[src/rtl/wisc_pkg.sv]
// rtl/wisc_pkg.sv - shared state enum and instruction encodings for the WISC memory sequencer
//
// Contents:
//   seq_state_e  - sequencer state encoding
//   NOP_INSTR    - instruction word held in the instruction register out of reset
//   OP_*         - opcode field values (instr[15:11]) of the instructions that touch memory or stop the core
//   is_mem_wait  - true for the states in which the sequencer is waiting on the memory
package wisc_pkg;

    typedef enum logic [2:0] {
        S_RESET  = 3'd0,
        S_F_REQ  = 3'd1,
        S_F_WAIT = 3'd2,
        S_DECODE = 3'd3,
        S_D_REQ  = 3'd4,
        S_D_WAIT = 3'd5,
        S_COMMIT = 3'd6,
        S_HALT   = 3'd7
    } seq_state_e;

    localparam logic [15:0] NOP_INSTR = 16'h0800;

    localparam logic [4:0] OP_HALT = 5'b00000;
    localparam logic [4:0] OP_ST   = 5'b10000;
    localparam logic [4:0] OP_LD   = 5'b10001;
    localparam logic [4:0] OP_STU  = 5'b10011;

    // States in which progress depends on the memory; only these are timed.
    function automatic logic is_mem_wait(input seq_state_e s);
        return (s == S_F_REQ) || (s == S_F_WAIT) || (s == S_D_REQ) || (s == S_D_WAIT);
    endfunction

endpackage

[src/rtl/mem_timeout_ctr.sv]
// rtl/mem_timeout_ctr.sv - bounded cycle counter that flags a stalled memory access
//
// Ports:
//   clk, rst_n  - clock, asynchronous active-low reset
//   clr         - return the count to zero (takes priority over en)
//   en          - count one cycle
//   expired     - count has reached TIMEOUT-1
module mem_timeout_ctr #(
    parameter int TIMEOUT = 64
) (
    input  logic clk,
    input  logic rst_n,
    input  logic clr,
    input  logic en,
    output logic expired
);

    localparam int CW = (TIMEOUT > 2) ? $clog2(TIMEOUT) : 1;
    localparam logic [CW-1:0] LAST = CW'(TIMEOUT - 1);

    logic [CW-1:0] cnt_q;
    logic [CW-1:0] cnt_d;

    // Saturate at LAST so a caller that ignores expired never sees a wrap.
    always_comb begin
        cnt_d = cnt_q;
        if (clr) begin
            cnt_d = '0;
        end else if (en && (cnt_q != LAST)) begin
            cnt_d = cnt_q + 1'b1;
        end
    end

    always_ff @(posedge clk or negedge rst_n) begin
        if (!rst_n) begin
            cnt_q <= '0;
        end else begin
            cnt_q <= cnt_d;
        end
    end

    assign expired = (cnt_q == LAST);

endmodule

[src/rtl/mem_seq_ctrl.sv]
// rtl/mem_seq_ctrl.sv - multicycle fetch/data/commit sequencer around one shared memory port
//
// Ports:
//   clk, rst_n                     - clock, asynchronous active-low reset
//   pc_addr, data_addr, data_wdata - fetch address, data address and store data from the datapath
//   dec_mem_rd, dec_mem_wr, dec_halt - decode of the held instruction
//   mem_rdata, mem_busy, mem_done  - memory response side
//   mem_addr, mem_wdata, mem_rd, mem_wr - memory request side
//   instr, load_data               - registered instruction and load result
//   commit                         - one-cycle PC / register-file write enable
//   halted, err_timeout            - sticky stop and memory-timeout flags
module mem_seq_ctrl
    import wisc_pkg::*;
#(
    parameter int ADDR_W  = 16,
    parameter int DATA_W  = 16,
    parameter int TIMEOUT = 64
) (
    input  logic              clk,
    input  logic              rst_n,
    input  logic [ADDR_W-1:0] pc_addr,
    input  logic [ADDR_W-1:0] data_addr,
    input  logic [DATA_W-1:0] data_wdata,
    input  logic              dec_mem_rd,
    input  logic              dec_mem_wr,
    input  logic              dec_halt,
    input  logic [DATA_W-1:0] mem_rdata,
    input  logic              mem_busy,
    input  logic              mem_done,
    output logic [ADDR_W-1:0] mem_addr,
    output logic [DATA_W-1:0] mem_wdata,
    output logic              mem_rd,
    output logic              mem_wr,
    output logic [DATA_W-1:0] instr,
    output logic [DATA_W-1:0] load_data,
    output logic              commit,
    output logic              halted,
    output logic              err_timeout
);

    seq_state_e        state_q, state_d;
    logic [DATA_W-1:0] instr_q, instr_d;
    logic [DATA_W-1:0] load_data_q, load_data_d;
    logic              commit_q, commit_d;
    logic              halted_q, halted_d;
    logic              err_timeout_q, err_timeout_d;

    logic              expired;
    logic              wr_access;
    logic              rd_access;

    // A store that is also flagged as a load is performed as a write only.
    assign wr_access = dec_mem_wr;
    assign rd_access = dec_mem_rd && !dec_mem_wr;

    mem_timeout_ctr #(
        .TIMEOUT (TIMEOUT)
    ) u_timeout (
        .clk     (clk),
        .rst_n   (rst_n),
        .clr     (state_d != state_q),
        .en      (is_mem_wait(state_q)),
        .expired (expired)
    );

    // In each timed state progress is checked before expiry, so a response in
    // the last allowed cycle still completes normally.
    always_comb begin
        state_d       = state_q;
        instr_d       = instr_q;
        load_data_d   = load_data_q;
        err_timeout_d = err_timeout_q;
        case (state_q)
            S_RESET:  state_d = S_F_REQ;
            S_F_REQ: begin
                if (!mem_busy) begin
                    state_d = S_F_WAIT;
                end else if (expired) begin
                    state_d       = S_HALT;
                    err_timeout_d = 1'b1;
                end
            end
            S_F_WAIT: begin
                if (mem_done) begin
                    instr_d = mem_rdata;
                    state_d = S_DECODE;
                end else if (expired) begin
                    state_d       = S_HALT;
                    err_timeout_d = 1'b1;
                end
            end
            S_DECODE: begin
                if (dec_halt) begin
                    state_d = S_HALT;
                end else if (dec_mem_rd || dec_mem_wr) begin
                    state_d = S_D_REQ;
                end else begin
                    state_d = S_COMMIT;
                end
            end
            S_D_REQ: begin
                if (!mem_busy) begin
                    state_d = S_D_WAIT;
                end else if (expired) begin
                    state_d       = S_HALT;
                    err_timeout_d = 1'b1;
                end
            end
            S_D_WAIT: begin
                if (mem_done) begin
                    if (rd_access) begin
                        load_data_d = mem_rdata;
                    end
                    state_d = S_COMMIT;
                end else if (expired) begin
                    state_d       = S_HALT;
                    err_timeout_d = 1'b1;
                end
            end
            S_COMMIT: state_d = S_F_REQ;
            S_HALT:   state_d = S_HALT;
            default:  state_d = S_HALT;
        endcase
        commit_d = (state_d == S_COMMIT);
        halted_d = halted_q || (state_d == S_HALT);
    end

    always_ff @(posedge clk or negedge rst_n) begin
        if (!rst_n) begin
            state_q       <= S_RESET;
            instr_q       <= DATA_W'(NOP_INSTR);
            load_data_q   <= '0;
            commit_q      <= 1'b0;
            halted_q      <= 1'b0;
            err_timeout_q <= 1'b0;
        end else begin
            state_q       <= state_d;
            instr_q       <= instr_d;
            load_data_q   <= load_data_d;
            commit_q      <= commit_d;
            halted_q      <= halted_d;
            err_timeout_q <= err_timeout_d;
        end
    end

    // Request lines are decoded from the current state rather than registered:
    // the PC is written on the commit edge, and the fetch that follows must
    // present that new PC in its very first request cycle.
    always_comb begin
        mem_rd    = 1'b0;
        mem_wr    = 1'b0;
        mem_addr  = '0;
        mem_wdata = '0;
        case (state_q)
            S_F_REQ: begin
                mem_rd   = 1'b1;
                mem_addr = pc_addr;
            end
            S_D_REQ: begin
                mem_addr = data_addr;
                mem_rd   = rd_access;
                mem_wr   = wr_access;
                if (wr_access) begin
                    mem_wdata = data_wdata;
                end
            end
            default: ;
        endcase
    end

    assign instr       = instr_q;
    assign load_data   = load_data_q;
    assign commit      = commit_q;
    assign halted      = halted_q;
    assign err_timeout = err_timeout_q;

endmodule

[config.mk]
export PLATFORM = sky130hd
export DESIGN_NAME = mem_seq_ctrl
export DESIGN_NICKNAME = d
export VERILOG_FILES = /design/src/rtl/wisc_pkg.sv /design/src/rtl/mem_timeout_ctr.sv /design/src/rtl/mem_seq_ctrl.sv
export SDC_FILE = /design/constraint.sdc
export NUM_CORES = 1
export LEC_CHECK = 0
export BUFFER_PORTS_ARGS = -buffer_cell sky130_fd_sc_hd__buf_4
export CELL_PAD_IN_SITES_DETAIL_PLACEMENT = 0
export CELL_PAD_IN_SITES_GLOBAL_PLACEMENT = 1
export CORE_ASPECT_RATIO = 0.8
export CORE_MARGIN = 1
export CORE_UTILIZATION = 30
export CTS_BUF_LIST = sky130_fd_sc_hd__clkbuf_4 sky130_fd_sc_hd__clkbuf_8
export DETAILED_ROUTE_END_ITERATION = 7
export PLACE_DENSITY = 0.75
export SYNTH_ARGS = -nofsm -noshare
export SYNTH_HDL_FRONTEND = slang
export SYNTH_SLANG_ARGS = --single-unit
[constraint.sdc]
create_clock -name clk -period 2.1 [get_ports clk]
set_input_delay 0 -clock clk [delete_from_list [all_inputs] [get_ports clk]]
set_output_delay 0 -clock clk [all_outputs]
set_load 0.01 [all_outputs]
==> out/metrics.cfg, run 1 <==
[grt]
grtUsageTotal_pct=16.3
grt_max_degree=45
globalRoute.totalOverflow=0
grt_pass1_vias=2043
grt_antenna_before_repair=0
grt_first_pass_wirelength_microns=9940

[setup_path]
worstPathRequired_ps=2290
worstSetupPathType=reg -> reg
endpoint_kind=flop
path_max_fanout=12
crit_arrival_ps=2090
critPathLaunchType=flop

[layout]
finalNonFillerCells=438
final_cell_mix=147 x buf_4, 43 x dfrtp_1, 32 x mux2_2
final-seq-area_sq_um=1100
multi_input_area_sq_um=1050
fill_cells=621
antenna_cells=0
nets=422
final_util_pct=52.8
drive_gt1_share_pct=55.6
final_common_cell=buf_4
area_growth_pct=67.3

[floorplan]
fp.coreArea_sq_um=6990
chipHeight_microns=78.7
die_w_microns=97.9
rows=27
io_pins=140
dieArea_sq_um=7710
start_util_pct=31.6

[placed_design]
port_buffers=139
gp_congestion=0.833
dp_cells=413
dp_hpwl_microns=4600

[power_and_ir_drop]
pwr_density_cell_nw_per_um2=1210
p_comb_share_pct=53.2
switching_share_pct=35.0
ir_worst_vdd_mv=0.424
power_leakage_nw=1.85
internal_power_mw=2.92
p_switching_mw=1.57
p_seq_share_pct=31.1
clock_power_share_pct=15.7

[synthesis]
synth_edf_count=0
yosys_warnings=0
synthFlopType=dfrtp_1
yosysUniqueCellTypes=41
syn-cell-area_sq_um=2210
synth_cells=187
yosysSeqAreaShare_pct=49.9
syn_nets=259
ys_ff_latch=44
synth.top_cell.area_share_pct=48.8
yosysTopAreaCell=dfrtp_1
syn-mean-instance-area_sq_um=11.8
synthTopCellsByArea=dfrtp_1 49%, mux2_2 16%, a22o_1 6.3%
async_flop_share_pct=100

[drt]
drt_iter0_drc=102
ant_nets=0
routedWlPerCell_microns=14.3
drc_errors=10
finalWirelength_microns=6270
first_pass_iters=6
vias_per_cell=4.76
dr_total_vias=2085

[timing]
skew_ps=6.54
relSlewSlack_pct=63.3
fmax_mhz=525
report.final.slew_viol_count=0
final-setup-viol-count=0
tightest_slew_ps=548
min_period_ps=1910
finalHoldViolations=0
period_share_pct=90.7
rsz0062_at_grt=no
fin_tns_setup_ps=0

[cts]
cts_tree=yes
cts_max_level=2
cts_made_buffers=5
cts_buffer_depth=2
clock_latency_ps=300
clkTransAtPathRegs_ps=80
cts.sinks=44
root_buffer=clkbuf_8

[run_status]
violations=DRC
status=finished, violations left

[run]
drv_cap=0

[hold_path]
min_path_type=in -> reg

==> worst paths after layout <==
kind                            start  slack, ps         end  cells past startpoint
max in group asynchronous       rst_n       1480  state_q[2]                      2
setup / recovery           state_q[2]        190      halted                      6
min in group asynchronous       rst_n        230   instr[14]                      2
setup reg to reg           state_q[2]        190      halted                      6
hold / removal               mem_busy         80  state_q[0]                      3
hold reg to reg                halted        500      halted                      1
==> flip-flops by register name, summed over array words and instances, names as in the netlist <==
name,flops
u_timeout.cnt_q,6
instr,16
state_q,3
commit,1
err_timeout,1
halted,1
load_data,16
==> power by group through the flow <==
| stage | combinational [mW] | clock [mW] | sequential, mW |
|---|---|---|---|
| 2_1_floorplan | 1.11 | 0 | 1.52 |
| 3_3_place_gp | 2.36 | 0 | 1.39 |
| 3_5_place_dp | 2.38 | 0 | 1.41 |
| 4_1_cts | 2.41 | 0.725 | 1.39 |
| 5_1_grt | 2.58 | 0.769 | 1.45 |
| 6_report | 2.38 | 0.704 | 1.39 |
==> critical path, cell delays in order, from the launching register on <==
cell and delay, ps:
dfrtp_1 380, buf_4 170, or3b_2 490, and2_1 160
o21ai_0 200, a22oi_1 140, a31o_2 260
==> per-stage QoR <==
step | setup slack [ps] | power, mW | hold slack (ps) | instance area (sq um)
after floorplan | 344 | 2.63 | -296 | 2210
after global routing | 80.0 | 4.79 | 95.3 | 3690
after CTS | 204 | 4.53 | 66.3 | 3690
after global placement | 248 | 3.75 | 27.3 | 3400
after detailed placement | 210 | 3.78 | 27.9 | 3400
final | 194 | 4.48 | 79.0 | 3690
==> timing repair <==
item,in CTS,in global routing
endpoints found under the hold margin,75,0
gates resized for setup,0,0
hold buffers,17,0
buffers inserted,0,0
==> layout make-up <==
class                           instances  share of cell area, %
Multi-Input combinational cell        130                   28.3
Sequential cell                        44                   29.9
Inverter                                4                  0.407
Clock buffer                            7                   2.61
Timing Repair Buffer                  165                   35.0
Clock inverter                          1                  0.813
Tap cell                               87                   2.95
==> kinds of logic after synthesis <==
family          Yosys count  synth area share (%)
compound gates           37                  13.5
simple gates             54                  14.5
buf+inv                  13                  2.66
xor+xnor                  5                  1.98
mux                      33                  16.8
fa+ha+maj                 1                 0.567
flops                    44                  49.9
==> cell usage after synthesis, types with 3 or more instances <==
master	instances
mux2_2	32
inv_1	4
xnor2_1	3
clkbuf_1	5
o211ai_1	3
nor2_1	12
nor3_1	4
and2_1	17
nand3_1	3
a22o_1	16
nand2_1	4
dfrtp_1	43
==> per-layer routing <==
metal	routed length, microns	global-route usage (%)	vias to the layer above
met5	0	0	-
met4	49	5.15	0
met3	379	3.96	4
met2	3210	27.3	66
met1	2640	20.7	1011
li1	-	-	1004
Note: power is estimated with default switching activity, not from simulation.
==> run 2: changes to the inputs <==
- CORE_MARGIN: 1 -> 5
==> run 2 against run 1 <==
The flow now finishes without violations. Clock-buffer cell count unchanged. Utilization down 2.0 points. Global-route usage fell by 2.3 points. Combinational power grew 3%. Largest cell class unchanged.
==> out/metrics.cfg, run 2 (synthesis results as in run 1) <==
[power_and_ir_drop]
clock_power_share_pct=12.7  ; -3.0 points
internal_power_mw=2.82  ; -3.4%
pwr_density_cell_nw_per_um2=1200  ; -1.4%
ir_worst_vdd_mv=0.577  ; +36%
p_seq_share_pct=31.9  ; +0.8 points
p_comb_share_pct=55.3  ; +2.1 points
p_switching_mw=1.61  ; +2.8%
power_leakage_nw=1.84  ; -0.34%
finalPower_mw=4.43  ; -1.2%
switching_share_pct=36.4  ; +1.4 points

[setup_path]
crit_chain=or3b_1 -> o211a_1 -> a211o_1 -> o221ai_4 -> nor3_1
worstPathRequired_ps=2270  ; -20 ps
slowest_stage=dfrtp_1
cp_top_family=compound AO/OA/AOI/OAI gates
crit_arrival_ps=2130  ; +40 ps
max_stage_delay_ps=480  ; about the same
r2r_cells=5  ; -1
endpoint_kind=flop
critPathLaunchType=flop
worstSetupPathType=reg -> reg
cp_num_buf_inv=0  ; -1
cp_num_cells=5  ; -1
path_max_fanout=9  ; -3

[drt]
finalWirelength_microns=6570  ; +4.7%
drc_errors=0  ; -10
first_pass_iters=4  ; -2
vias_per_cell=4.70  ; -1.3%
drt_iter0_drc=73  ; -28%
dr_total_vias=2076  ; -0.43%
ant_nets=0  ; unchanged
routedWlPerCell_microns=14.9  ; +3.8%

[timing]
setup_ws_ps=140  ; -53.9 ps
period_share_pct=93.3  ; +2.6 points
hold-worst-slack_ps=90.6  ; +11.6 ps
skew_ps=9.27  ; +2.73 ps
finalHoldViolations=0  ; unchanged
report.final.slew_viol_count=0  ; unchanged
final-setup-viol-count=0  ; unchanged
rsz0062_at_grt=no
relSlewSlack_pct=63.4  ; +0.15 points
min_period_ps=1960  ; +53.9 ps
fin_tns_setup_ps=0  ; unchanged
tightest_slew_ps=548  ; +0.178 ps
fmax_mhz=510  ; -2.8%

[floorplan]
fp.coreArea_sq_um=7290  ; +4.2%
start_util_pct=30.3  ; -1.3 points
chipHeight_microns=86.7  ; +10%
rows=28  ; +3.7%
dieArea_sq_um=9180  ; +19%
die_w_microns=106  ; +8.2%
io_pins=140  ; unchanged

[layout]
final_common_cell=buf_4
nets=423  ; +0.24%
final_cell_mix=147 x buf_4, 43 x dfrtp_1, 32 x mux2_2
finalNonFillerCells=442  ; +0.91%
antenna_cells=0  ; unchanged
final_util_pct=50.8  ; -2.0 points
fill_cells=656  ; +5.6%
area_growth_pct=67.6
final_cell_area_sq_um=3700  ; +0.17%
drive_gt1_share_pct=55.7  ; +0.13 points

[cts]
root_buffer=clkbuf_8
cts_tree=yes
postCtsSetupBuffers=0  ; unchanged
clock_latency_ps=300  ; about the same
cts_made_buffers=5  ; unchanged
cts_buffer_depth=2  ; unchanged
cts_max_level=2  ; unchanged
clkTransAtPathRegs_ps=80  ; about the same
cts.sinks=44  ; unchanged

[placed_design]
dp_cells=417  ; +0.97%
dp_hpwl_microns=5030  ; +9.5%
place_area_sq_um=3420  ; +0.70%
port_buffers=139  ; unchanged
gp_congestion=0.853  ; +2.4%
pre_cts_slack_ps=120  ; -89.4 ps

[hold_path]
min_path_type=in -> reg
hold_depth=3  ; unchanged

[grt]
globalRoute.totalOverflow=0  ; unchanged
grt_pass1_vias=2067  ; +1.2%
grt_antenna_before_repair=0  ; unchanged
grt_max_degree=45  ; unchanged
grtUsageTotal_pct=14.0  ; -2.3 points
grt_first_pass_wirelength_microns=10500  ; +5.2%

[run_status]
status=completed

[run]
drv_cap=0  ; unchanged

[run 2: changes by cell type in the layout (fill, tap and decap cells not counted)]
cell and delta:
buf_12 +1, o221ai_2 -1, clkinvlp_4 +1, o221ai_4 +1, clkbuf_8 -1, bufinv_16 -1, clkbuf_4 +1
[run 2: timing repair]
item,CTS,global route
endpoints found under the hold margin,75,0
gates resized for setup,0,1
endpoints found under the setup margin,0,1
hold buffers,17,0
[run 2: final timing paths]
kind	start	to	slack, ps
min	mem_busy	state_q[0]	90
min reg2reg	err_timeout	err_timeout	490
max	state_q[2]	u_timeout.cnt_q[2]	140
max in group asynchronous	rst_n	instr[4]	1480
min in group asynchronous	rst_n	instr[13]	240
max reg2reg	state_q[2]	u_timeout.cnt_q[2]	140
[run 2: power groups by stage]
stage / combinational [mW] / sequential (mW) / clock [mW]
floorplan: 1.11 / 1.52 / 0
global placement: 2.39 / 1.40 / 0
finish: 2.45 / 1.41 / 0.564
CTS: 2.44 / 1.41 / 0.578
global route: 2.65 / 1.46 / 0.618
detailed placement: 2.41 / 1.43 / 0
[run 2: area by class of cell]
| cell class | instances | area (sq um) | area share (%) |
|---|---|---|---|
| inverters | 4 | 15.0 | 0.406 |
| well taps | 90 | 113 | 3.04 |
| clock inverters | 1 | 7.51 | 0.203 |
| clock buffers | 7 | 90.1 | 2.44 |
| repair buffers | 166 | 1310 | 35.5 |
| multi-input cells | 130 | 1060 | 28.6 |
| flip-flops and latches | 44 | 1100 | 29.8 |
[run 2: routing by layer]
metal	GRT usage (%)	wire [microns]
met5	0	0
met4	4.47	102
met3	3.65	399
met2	23.8	3500
met1	17.4	2570
[run 2: tightest hold or removal path, cell delays in order]
cell and delay, ps:
buf_4 130, inv_1 80, a22oi_1 120
==> run 3: changes to the inputs <==
- CTS_BUF_LIST: sky130_fd_sc_hd__clkbuf_4 sky130_fd_sc_hd__clkbuf_8 -> sky130_fd_sc_hd__clkbuf_16
- SKIP_CTS_REPAIR_TIMING: unset -> 1
==> run 3 against run 2 <==
Design area increased by 1.2%. Global-route usage decreased by 0.56 points. Via count decreased by 0.14%. Critical path depth unchanged. Fmax about the same. Utilization increased by 0.58 points. Sequential share of layout area decreased by 0.34 points. Hold slack improved by 23 ps. Combinational power about the same.
==> out/metrics.cfg, run 3 (synthesis results as in run 1) <==
[cts]
cts_buffer_depth=2  ; unchanged
clock_latency_ps=280  ; -20 ps
cts.sinks=44  ; unchanged
cts_tree=yes
root_buffer=clkbuf_16
cts_max_level=2  ; unchanged
clkTransAtPathRegs_ps=60  ; -20 ps
cts_made_buffers=5  ; unchanged

[placed_design]
port_buffers=139  ; unchanged
dp_cells=417  ; unchanged
pre_cts_slack_ps=120  ; unchanged
dp_hpwl_microns=5030  ; unchanged
gp_congestion=0.853  ; unchanged

[layout]
multi_input_area_sq_um=1060  ; unchanged
final_cell_mix=147 x buf_4, 43 x dfrtp_1, 32 x mux2_2
antenna_cells=0  ; unchanged
finalNonFillerCells=442  ; unchanged
fill_cells=654  ; -0.30%
drive_gt1_share_pct=55.1  ; -0.57 points
final-seq-area_sq_um=1100  ; unchanged
nets=423  ; unchanged
area_growth_pct=69.5
final_common_cell=buf_4

[floorplan]
die_w_microns=106  ; unchanged
fp.coreArea_sq_um=7290  ; unchanged
chipHeight_microns=86.7  ; unchanged
start_util_pct=30.3  ; unchanged
dieArea_sq_um=9180  ; unchanged
rows=28  ; unchanged
io_pins=140  ; unchanged

[timing]
min_period_ps=1960  ; -1.13 ps
setup_ws_ps=142  ; +1.13 ps
final-setup-viol-count=0  ; unchanged
relSlewSlack_pct=63.6  ; +0.17 points
period_share_pct=93.3  ; about the same
fin_tns_setup_ps=0  ; unchanged
rsz0062_at_grt=no
finalHoldViolations=0  ; unchanged
report.final.slew_viol_count=0  ; unchanged
skew_ps=6.31  ; -2.96 ps
tightest_slew_ps=546  ; -2.60 ps
fmax_mhz=511  ; about the same

[grt]
grt_pass1_vias=1969  ; -4.7%
grt_first_pass_wirelength_microns=10000  ; -4.1%
grtUsageTotal_pct=13.4  ; -0.56 points
grt_antenna_before_repair=0  ; unchanged
globalRoute.totalOverflow=0  ; unchanged
grt_max_degree=45  ; unchanged

[setup_path]
crit_arrival_ps=2110  ; -20 ps
worstPathRequired_ps=2250  ; -20 ps
critPathLaunchType=flop
worstSetupPathType=reg -> reg
endpoint_kind=flop
cp_num_buf_inv=0  ; unchanged
slowest_stage=dfrtp_1
crit_chain=or3b_1 -> o211a_1 -> a211o_1 -> o221ai_4 -> nor3_1
path_max_fanout=9  ; unchanged
max_stage_delay_ps=470  ; about the same
cp_top_family=compound AO/OA/AOI/OAI gates

[power_and_ir_drop]
power_leakage_nw=1.86  ; +1.1%
finalPower_mw=4.60  ; +3.9%
pwr_density_cell_nw_per_um2=1230  ; +2.7%
ir_worst_vdd_mv=0.568  ; -1.5%

[drt]
first_pass_iters=4  ; unchanged
dr_total_vias=2073  ; -0.14%
drc_errors=0  ; unchanged
vias_per_cell=4.69  ; -0.14%
routedWlPerCell_microns=14.9  ; about the same
ant_nets=0  ; unchanged
finalWirelength_microns=6580  ; about the same
drt_iter0_drc=86  ; +18%

[run_status]
status=completed

[run]
drv_cap=0  ; unchanged

[hold_path]
min_path_type=in -> reg

[run 3: changes by cell type in the layout (fill, tap and decap cells not counted)]
cell | before | now
clkbuf_8 | 6 | 0
clkinv_1 | 0 | 1
inv_1 | 4 | 5
clkbuf_16 | 0 | 5
clkbuf_4 | 1 | 0
[run 3: final timing paths]
path	from	end	slack [ps]	cells after the start
worst max register to register	state_q[2]	u_timeout.cnt_q[2]	140	5
max in group asynchronous	rst_n	load_data[4]	1470	2
worst min-delay path	mem_busy	state_q[0]	110	3
worst max-delay path	state_q[2]	u_timeout.cnt_q[2]	140	5
worst min register to register	err_timeout	err_timeout	480	1
min in group asynchronous	rst_n	instr[13]	260	2
[run 3: through the flow]
stage          utilization (%)  hold WS (ps)  instance area, sq um
2_1_floorplan                -          -296                  2210
3_3_place_gp              46.9          26.3                  3420
3_5_place_dp              46.9          30.3                  3420
4_1_cts                   48.8          -277                  3560
5_1_grt                   51.3           118                  3740
6_report                  51.3           114                  3740
[run 3: area by class of cell]
type,instances,area share [%]
Clock buffer,5,3.34
Clock inverter,3,0.401
Inverter,4,0.401
Multi-Input combinational cell,130,28.3
Sequential cell,44,29.5
Tap cell,90,3.01
Timing Repair Buffer,166,35.1
[run 3: report_power, final]
part           internal [mW]  switching (mW)  leakage, nW
clock                  0.432           0.301       0.0687
combinational           1.34            1.11         1.24
sequential              1.20           0.222        0.553
[run 3: tightest hold or removal path: stages]
cell and delay [ps]:
buf_4 130, inv_1 80, a22oi_1 120
[run 3: routing by layer]
layer / track usage [%] / share of wire [%] / vias up
li1: - / - / 1010
met1: 16.9 / 41 / 1000
met5: 0 / 0 / -
met3: 3.35 / 5.0 / 9
met4: 3.53 / 1.2 / 0
met2: 23.1 / 53 / 54
